$ cat config.mk
export PLATFORM = sky130hd
export DESIGN_NAME = cond_flags_stage
export DESIGN_NICKNAME = d
export VERILOG_FILES = /design/src/rtl/cond_flags_stage.sv
export SDC_FILE = /design/constraint.sdc
export NUM_CORES = 1
export LEC_CHECK = 0
export CAP_MARGIN = 30
export CORE_ASPECT_RATIO = 0.8
export CORE_MARGIN = 1
export CORE_UTILIZATION = 45
export DETAILED_ROUTE_END_ITERATION = 10
export PLACE_DENSITY = 0.95
export RECOVER_POWER = 100
export SLEW_MARGIN = 5
export SYNTH_ARGS = -nofsm -noshare
export SYNTH_HDL_FRONTEND = slang
export SYNTH_SLANG_ARGS = --single-unit
export TNS_END_PERCENT = 50
$ cat constraint.sdc
create_clock -name clk -period 5.1 [get_ports clk]
set_input_delay 1.275 -clock clk [delete_from_list [all_inputs] [get_ports clk]]
set_output_delay 1.275 -clock clk [all_outputs]
set_load 0.1 [all_outputs]
$ cat src/rtl/cond_flags_stage.sv
// ============================================================================
//  Module   : cond_flags_stage
//  Brief    : Execute-commit stage. Holds NZCV, evaluates condition codes,
//             commits flags and registers the ALU result toward writeback.
//  Revision : 1.0  initial release
// ============================================================================
`default_nettype none

module cond_flags_stage #(
    parameter int CNT_W = 16
) (
    input  logic             clk,
    input  logic             rst_n,
    input  logic             in_valid,
    output logic             in_ready,
    input  logic [31:0]      inst,
    input  logic [31:0]      alu_out,
    input  logic             update_CPSR,
    input  logic             ignore_C_flag,
    input  logic             N_flag,
    input  logic             Z_flag,
    input  logic             C_flag,
    input  logic             V_flag,
    input  logic             flush,
    output logic [3:0]       cpsr_nzcv,
    output logic             cpsr_c,
    output logic             wb_valid,
    input  logic             wb_ready,
    output logic             wb_we,
    output logic [3:0]       wb_addr,
    output logic [31:0]      wb_data,
    output logic [CNT_W-1:0] exec_cnt,
    output logic [CNT_W-1:0] skip_cnt
);

    localparam logic [3:0]       c_OP_TST  = 4'b1000;
    localparam logic [3:0]       c_OP_TEQ  = 4'b1001;
    localparam logic [3:0]       c_OP_CMP  = 4'b1010;
    localparam logic [3:0]       c_OP_CMN  = 4'b1011;
    localparam logic [CNT_W-1:0] c_CNT_MAX = {CNT_W{1'b1}};
    localparam logic [CNT_W-1:0] c_CNT_ONE = {{(CNT_W-1){1'b0}}, 1'b1};

    logic [3:0]       nzcv_q,     nzcv_d;
    logic             wb_valid_q, wb_valid_d;
    logic             wb_we_q,    wb_we_d;
    logic [3:0]       wb_addr_q,  wb_addr_d;
    logic [31:0]      wb_data_q,  wb_data_d;
    logic [CNT_W-1:0] exec_cnt_q, exec_cnt_d;
    logic [CNT_W-1:0] skip_cnt_q, skip_cnt_d;

    logic             w_accept;
    logic             w_cond_pass;
    logic             w_is_compare;
    logic             w_n, w_z, w_c, w_v;
    logic             w_unused_bits;

    assign w_unused_bits = ^{inst[27:25], inst[20:16], inst[11:0]};

    assign {w_n, w_z, w_c, w_v} = nzcv_q;
    assign in_ready = !wb_valid_q || wb_ready;
    assign w_accept = in_valid && in_ready && !flush;

    always_comb begin
        w_cond_pass = 1'b0;
        case (inst[31:28])
            4'h0:    w_cond_pass = w_z;
            4'h1:    w_cond_pass = !w_z;
            4'h2:    w_cond_pass = w_c;
            4'h3:    w_cond_pass = !w_c;
            4'h4:    w_cond_pass = w_n;
            4'h5:    w_cond_pass = !w_n;
            4'h6:    w_cond_pass = w_v;
            4'h7:    w_cond_pass = !w_v;
            4'h8:    w_cond_pass = w_c && !w_z;
            4'h9:    w_cond_pass = !w_c || w_z;
            4'hA:    w_cond_pass = (w_n == w_v);
            4'hB:    w_cond_pass = (w_n != w_v);
            4'hC:    w_cond_pass = !w_z && (w_n == w_v);
            4'hD:    w_cond_pass = w_z || (w_n != w_v);
            4'hE:    w_cond_pass = 1'b1;
            default: w_cond_pass = 1'b0;
        endcase
    end

    always_comb begin
        w_is_compare = 1'b0;
        case (inst[24:21])
            c_OP_TST, c_OP_TEQ, c_OP_CMP, c_OP_CMN: w_is_compare = 1'b1;
            default:                                w_is_compare = 1'b0;
        endcase
    end

    always_comb begin
        nzcv_d     = nzcv_q;
        wb_valid_d = wb_valid_q;
        wb_we_d    = wb_we_q;
        wb_addr_d  = wb_addr_q;
        wb_data_d  = wb_data_q;
        exec_cnt_d = exec_cnt_q;
        skip_cnt_d = skip_cnt_q;

        if (flush) begin
            wb_valid_d = 1'b0;
        end else if (w_accept) begin
            wb_valid_d = 1'b1;
            wb_addr_d  = inst[15:12];
            wb_data_d  = alu_out;
            if (w_cond_pass) begin
                wb_we_d = !w_is_compare;
                if (update_CPSR) begin
                    nzcv_d = {N_flag, Z_flag, (ignore_C_flag ? w_c : C_flag), V_flag};
                end
                if (exec_cnt_q != c_CNT_MAX) begin
                    exec_cnt_d = exec_cnt_q + c_CNT_ONE;
                end
            end else begin
                wb_we_d = 1'b0;
                if (skip_cnt_q != c_CNT_MAX) begin
                    skip_cnt_d = skip_cnt_q + c_CNT_ONE;
                end
            end
        end else if (wb_valid_q && wb_ready) begin
            wb_valid_d = 1'b0;
        end
    end

    // Reset discards any entry still waiting for the writeback consumer.
    always_ff @(posedge clk or negedge rst_n) begin
        if (!rst_n) begin
            nzcv_q     <= 4'b0000;
            wb_valid_q <= 1'b0;
            wb_we_q    <= 1'b0;
            wb_addr_q  <= 4'h0;
            wb_data_q  <= 32'h0;
            exec_cnt_q <= '0;
            skip_cnt_q <= '0;
        end else begin
            nzcv_q     <= nzcv_d;
            wb_valid_q <= wb_valid_d;
            wb_we_q    <= wb_we_d;
            wb_addr_q  <= wb_addr_d;
            wb_data_q  <= wb_data_d;
            exec_cnt_q <= exec_cnt_d;
            skip_cnt_q <= skip_cnt_d;
        end
    end

    assign cpsr_nzcv = nzcv_q;
    assign cpsr_c    = nzcv_q[1];
    assign wb_valid  = wb_valid_q;
    assign wb_we     = wb_we_q;
    assign wb_addr   = wb_addr_q;
    assign wb_data   = wb_data_q;
    assign exec_cnt  = exec_cnt_q;
    assign skip_cnt  = skip_cnt_q;

endmodule

`default_nettype wire

==> flow_metrics.env, run 1 <==
export IMPL_max_stage_delay_ns=0.86
export IMPL_grt_overflow=0
export IMPL_clockBufferDepth=2
export IMPL_drc=0
export IMPL_fill_cells=581
export IMPL_ioPinCount=151
export IMPL_dr_pass1_iters=4
export IMPL_placed_area_sq_mm=0.00479
export IMPL_synth_edf_count=0
export IMPL_final_area_sq_mm=0.00497
export IMPL_fmax_ghz=0.243
export IMPL_cts_clk_slew_worst_paths_ns=0.08
export IMPL_grt_max_degree=75
export IMPL_hold_depth=2
export IMPL_post_route_period_util_pct=80.6
export IMPL_synth_cells=356
export IMPL_nNetsFinal=558
export IMPL_portBuffers=128
export IMPL_wl_um=8160
export IMPL_r2r_start="cpsr_nzcv[3]"
export IMPL_cts_sinks=74
export IMPL_total_leakage_power_nw=2.36
export IMPL_required_ns=3.83
export IMPL_max_cap_viol_count=0
export IMPL_gp_congestion=0.783
export IMPL_dr_first_iter_drc_count=127
export IMPL_tns_ns=0
export IMPL_dp_hpwl_um=5850
export IMPL_grt_use_met2_pct=36.2
export IMPL_crit_chain="dlygate4sd3_1, nor2b_1, inv_1, clkbuf_1"
export IMPL_worstPathArrival_ns=2.84
export IMPL_syn_avg_cell_area_sq_um=9.63
export IMPL_core_sq_mm=0.00739
export IMPL_busiest_layer="met2"
export IMPL_postCtsHoldBufs=0
export IMPL_synth_main_ff_cell="dfrtp_1"
export IMPL_rrSetupSlack_ns=2.38
export IMPL_htreeDepth=3
export IMPL_setup_viol=0
export IMPL_final_common_cell="nand2_1"
export IMPL_post_cts_buffers=0
export IMPL_grt_pass1_wl_um=13500
export IMPL_syn_to_final_growth_pct=45.1
export IMPL_cts_resized=0
export IMPL_final_cell_mix="nand2_1 (124), dlygate4sd3_1 (78), dfrtp_1 (74)"
export IMPL_start_util_pct=46.4
export IMPL_tightest_slew_ns=1.16
export IMPL_worstSetupEndpoint="in_ready"
export IMPL_critPathLaunchType="input port"
export IMPL_fin_worst_skew_ns=0.0109
export IMPL_slew_headroom_pct=22.9
export IMPL_grt_pass1_vias=2832
export IMPL_layout_area_seq_sq_mm=0.00185
export IMPL_finalCriticalPeriod_ns=4.11
export IMPL_final_max_slew_violation_count=0
export IMPL_rr_endpoint="cpsr_nzcv[2]"
export IMPL_slowest_stage="clkbuf_1"
export IMPL_cts_root_buf="clkbuf_8"
export IMPL_detail_route_wl_per_cell_um=13.8
export IMPL_endpoint_kind="primary output"
export IMPL_die_w_um=99.6
export IMPL_met1_usage_pct=27.2
export IMPL_path_class="in -> out"
export IMPL_track_usage_pct=21.9
export IMPL_gr_usage_met3_pct=6.53
export IMPL_synth_distinct_cells=44
export IMPL_antenna_cells=0
export IMPL_finalPower_mw=2.39
export IMPL_status="finished clean"
export IMPL_drive_gt1_share_pct=5.14
export IMPL_cts_tree="built"
export IMPL_synthArstFlopShare_pct=100
export IMPL_multi_input_area_sq_mm=0.00144
export IMPL_clkLatencyLatePin_ns=0.35
export IMPL_synth_seq_cells=74
export IMPL_antenna_found_initial=0
export IMPL_yosysWarnings=0
export IMPL_vias=2930
export IMPL_design_die_area_sq_mm=0.00797
export IMPL_cp_max_fo=4
export IMPL_dieHeight_um=80.1
export IMPL_ir_worst_vdd_uv=308
export IMPL_vias_per_cell=4.96
export IMPL_pwr_density_cell_mw_per_mm2=482
export IMPL_ant_nets=0
export IMPL_yosysSeqAreaShare_pct=54.0
export IMPL_rsz0062_at_grt="false"
export IMPL_min_path_type="reg -> reg"
export IMPL_row_count=28
export IMPL_hold_viol_final=0
export IMPL_rr_worst_depth=7
export IMPL_synthesis_area_sq_mm=0.00343
export IMPL_syn_num_nets=433
export IMPL_worstSetupStartpoint="wb_ready"
export IMPL_numCtsBuffers=9
-- critical path, delay by kind of cell --
kind	cells	cell delay (ns)
buffers and inverters	3	1.48
and+or+nand+nor	1	0.08
-- kinds of logic after synthesis --
logic type,share of synthesized area (%)
simple gates,27.6
flops,54.0
xor+xnor,8.18
buf+inv,3.40
compound gates,3.51
mux,2.59
fa+ha+maj,0.730
-- state kept, by name (all words and copies together), names as in the netlist --
name	cells
wb_data	32
exec_cnt	16
skip_cnt	16
cpsr_nzcv	4
wb_addr	4
wb_valid	1
wb_we	1
-- synth_stat cells (all sizes together) (6+ instances only) --
| cell | number | area (sq um) |
|---|---|---|
| buf | 9 | 52.6 |
| nor3 | 12 | 60.1 |
| xor2 | 13 | 114 |
| nor2 | 10 | 37.5 |
| clkbuf | 9 | 33.8 |
| nor4 | 6 | 56.3 |
| and3 | 6 | 37.5 |
| nand4 | 7 | 43.8 |
| dfrtp | 74 | 1850 |
| nand3 | 16 | 80.1 |
| xnor2 | 19 | 166 |
| inv | 8 | 30.0 |
| mux2 | 7 | 78.8 |
| nand2 | 124 | 465 |
-- how the worst min path moves through the flow --
stage	endpoint	startpoint	slack [ns]
after global routing	wb_data[10]	wb_data[10]	0.50
final	wb_data[5]	wb_data[5]	0.47
after CTS	wb_data[5]	wb_data[5]	0.48
after global placement	wb_data[14]	wb_data[14]	0.46
after floorplan	wb_addr[0]	wb_addr[0]	0.96
after detailed placement	wb_data[19]	wb_data[19]	0.46
-- metrics by stage --
step / utilization [%] / hold slack (ns) / worst slack (ns) / instances
after floorplan: - / 0.962 / 1.89 / 356
after global placement: 64.7 / 0.458 / 1.23 / 574
after detailed placement: 64.7 / 0.461 / 1.04 / 574
after CTS: 67.5 / 0.480 / 1.42 / 590
after global routing: 67.2 / 0.500 / 0.924 / 591
final: 67.2 / 0.470 / 0.988 / 591
-- final cells by class --
type                       instances  share of cell area (%)
clock buffer                       9                    2.49
clock inverter                     7                    1.66
inverter                           8                   0.604
multi-input combinational        256                    28.9
sequential                        74                    37.3
tap                              105                    2.64
timing repair buffer             132                    26.5
-- where the power goes --
part,leakage [nW],total (mW),switching [mW],internal (mW)
clock network,0.0988,0.472,0.238,0.234
registers,0.930,0.770,0.0894,0.681
logic,1.33,1.15,0.908,0.245
total,2.36,2.39,1.23,1.16
-- per-layer routing --
layer | routed length (um) | vias to the layer above
met4 | 165 | 0
met2 | 4130 | 99
li1 | - | 1429
met5 | 0 | -
met3 | 508 | 15
met1 | 3360 | 1387
Note: power is estimated with default switching activity, not from simulation.
==> run 2: changes to the inputs <==
--- a/config.mk
+++ b/config.mk
@@ -8,9 +8,9 @@
 export CAP_MARGIN = 30
 export CORE_ASPECT_RATIO = 0.8
 export CORE_MARGIN = 1
-export CORE_UTILIZATION = 45
+export CORE_UTILIZATION = 38
 export DETAILED_ROUTE_END_ITERATION = 10
-export PLACE_DENSITY = 0.95
+export PLACE_DENSITY = 0.87
 export RECOVER_POWER = 100
 export SLEW_MARGIN = 5
 export SYNTH_ARGS = -nofsm -noshare
==> constraint.sdc (replaced) <==
create_clock -name clk -period 3.4 [get_ports clk]
set_input_delay 0.85 -clock clk [delete_from_list [all_inputs] [get_ports clk]]
set_output_delay 0.85 -clock clk [all_outputs]
set_load 0.1 [all_outputs]
==> flow_metrics.env, run 2 (synthesized netlist as in run 1, its figures left out) <==
export IMPL_total_leakage_power_nw=2.08
export IMPL_failed_checks="capacitance limit, slew limit"
export IMPL_ir_worst_vdd_uv=384
export IMPL_final_common_cell="nand2_1"
export IMPL_nNetsFinal=564
export IMPL_tns_ns=0
export IMPL_detail_route_wl_per_cell_um=13.6
export IMPL_clockBufferDepth=2
export IMPL_dr_pass1_iters=4
export IMPL_dr_first_iter_drc_count=110
export IMPL_max_cap_viol_count=1
export IMPL_rsz0062_at_grt="false"
export IMPL_portBuffers=128
export IMPL_htreeDepth=3
export IMPL_worstPathArrival_ns=3.39
export IMPL_fill_cells=850
export IMPL_ant_nets=0
export IMPL_antenna_found_initial=0
export IMPL_vias_per_cell=4.85
export IMPL_status="finished with violations"
export IMPL_rrSetupSlack_ns=0.86
export IMPL_dieHeight_um=86.9
export IMPL_holdWs_ns=0.474
export IMPL_cts_tree="built"
export IMPL_rr_worst_depth=7
export IMPL_vias=2918
export IMPL_rr_endpoint="skip_cnt[12]"
export IMPL_crit_chain="dlygate4sd3_1, nor4bb_1, o31a_1, a2111oi_4, o311ai_4, buf_4, nor4_1, xor2_1"
export IMPL_track_usage_pct=18.7
export IMPL_cts_sinks=74
export IMPL_drc=0
export IMPL_final_max_slew_violation_count=32
export IMPL_min_path_type="reg -> reg"
export IMPL_setup_slack_ns=0.271
export IMPL_cts_resized=0
export IMPL_post_cts_buffers=0
export IMPL_antenna_cells=0
export IMPL_numCtsBuffers=9
export IMPL_endpoint_kind="flop"
export IMPL_fmax_ghz=0.320
export IMPL_core_sq_mm=0.00860
export IMPL_hold_viol_final=0
export IMPL_syn_to_final_growth_pct=33.2
export IMPL_fin_worst_skew_ns=0.00715
export IMPL_max_stage_delay_ns=0.67
export IMPL_finalPower_mw=3.49
export IMPL_gp_congestion=0.788
export IMPL_cp_max_fo=12
export IMPL_path_class="in -> reg"
export IMPL_dp_slack_ns=-0.0299
export IMPL_slew_headroom_pct=-18.2
export IMPL_critPathLaunchType="input port"
export IMPL_finalCriticalPeriod_ns=3.13
export IMPL_grt_overflow=0
export IMPL_required_ns=3.66
export IMPL_worstHoldStart="wb_addr[3]"
export IMPL_row_count=30
export IMPL_dp_hpwl_um=6120
export IMPL_grt_pass1_vias=2945
export IMPL_setup_viol=0
export IMPL_clkLatencyLatePin_ns=0.33
export IMPL_layout_area_seq_sq_mm=0.00185
export IMPL_slowest_stage="dlygate4sd3_1"
export IMPL_die_w_um=108
export IMPL_post_route_period_util_pct=92.0
export IMPL_cts_clk_slew_worst_paths_ns=0.07
export IMPL_wl_um=8200
export IMPL_pwr_density_cell_mw_per_mm2=765
export IMPL_min_to="wb_addr[3]"
export IMPL_r2r_start="wb_valid"
export IMPL_start_util_pct=39.9
export IMPL_multi_input_area_sq_mm=0.00146
export IMPL_hold_depth=2
export IMPL_largest_register_ffs=32
export IMPL_cts_root_buf="clkbuf_8"
export IMPL_final_cell_mix="nand2_1 (124), clkbuf_1 (78), dfrtp_1 (74)"
export IMPL_postCtsHoldBufs=0
export IMPL_ioPinCount=151
export IMPL_design_die_area_sq_mm=0.00940
export IMPL_grt_max_degree=75
export IMPL_grt_pass1_wl_um=13600
export IMPL_tightest_slew_ns=1.77
export IMPL_drive_gt1_share_pct=6.12
-- run 2: cell count changes in the layout (fill, tap and decap cells not counted), sizes merged --
| cell | change |
|---|---|
| clkbuf | +76 |
| dlygate4sd3 | -75 |
| buf | +5 |
| inv | -4 |
| clkinv | +2 |
| bufinv | +1 |
| clkinvlp | -1 |
-- run 2: layout make-up --
type,count,area share (%)
clock inverters,5,1.78
flip-flops and latches,74,40.6
inverters,8,0.658
repair buffers,138,19.3
clock buffers,9,2.71
multi-input cells,256,31.9
well taps,112,3.07
-- run 2: how the worst max path moves through the flow --
stage / cells after the start / endpoint / start
after floorplan: 8 / exec_cnt[12] / inst[28]
after global placement: 8 / exec_cnt[12] / inst[29]
after detailed placement: 8 / exec_cnt[12] / inst[29]
after CTS: 8 / exec_cnt[12] / inst[29]
after global routing: 8 / skip_cnt[12] / wb_ready
final: 8 / skip_cnt[12] / inst[29]
-- run 2: where the power goes --
| part | leakage, nW | total (mW) | switching (mW) | internal [mW] |
|---|---|---|---|---|
| Clock | 0.101 | 0.713 | 0.308 | 0.405 |
| Combinational | 1.05 | 1.61 | 1.36 | 0.250 |
| Sequential | 0.930 | 1.16 | 0.141 | 1.02 |
-- run 2: per-stage QoR --
step | utilization (%) | cells | area, sq um
finish | 53.1 | 602 | 4560
global route | 53.1 | 602 | 4560
floorplan | - | 356 | 3430
global placement | 54.3 | 587 | 4660
detailed placement | 54.3 | 587 | 4660
CTS | 56.7 | 601 | 4870
-- run 2: critical path: cells and delay by family --
family	cells	cell delay [ns]
AOI/OAI and AO/OA	3	0.90
and+or+nand+nor	2	0.55
buffers and inverters	2	0.91
xor gates and xnor gates	1	0.18
-- run 2: per-layer routing --
metal  track usage, %  up-vias  wire [um]
li1                 -     1433          -
met1             23.2     1394       3640
met2             31.7       84       3990
met3             6.43        7        519
met4             3.74        0         60
met5                0        -          0
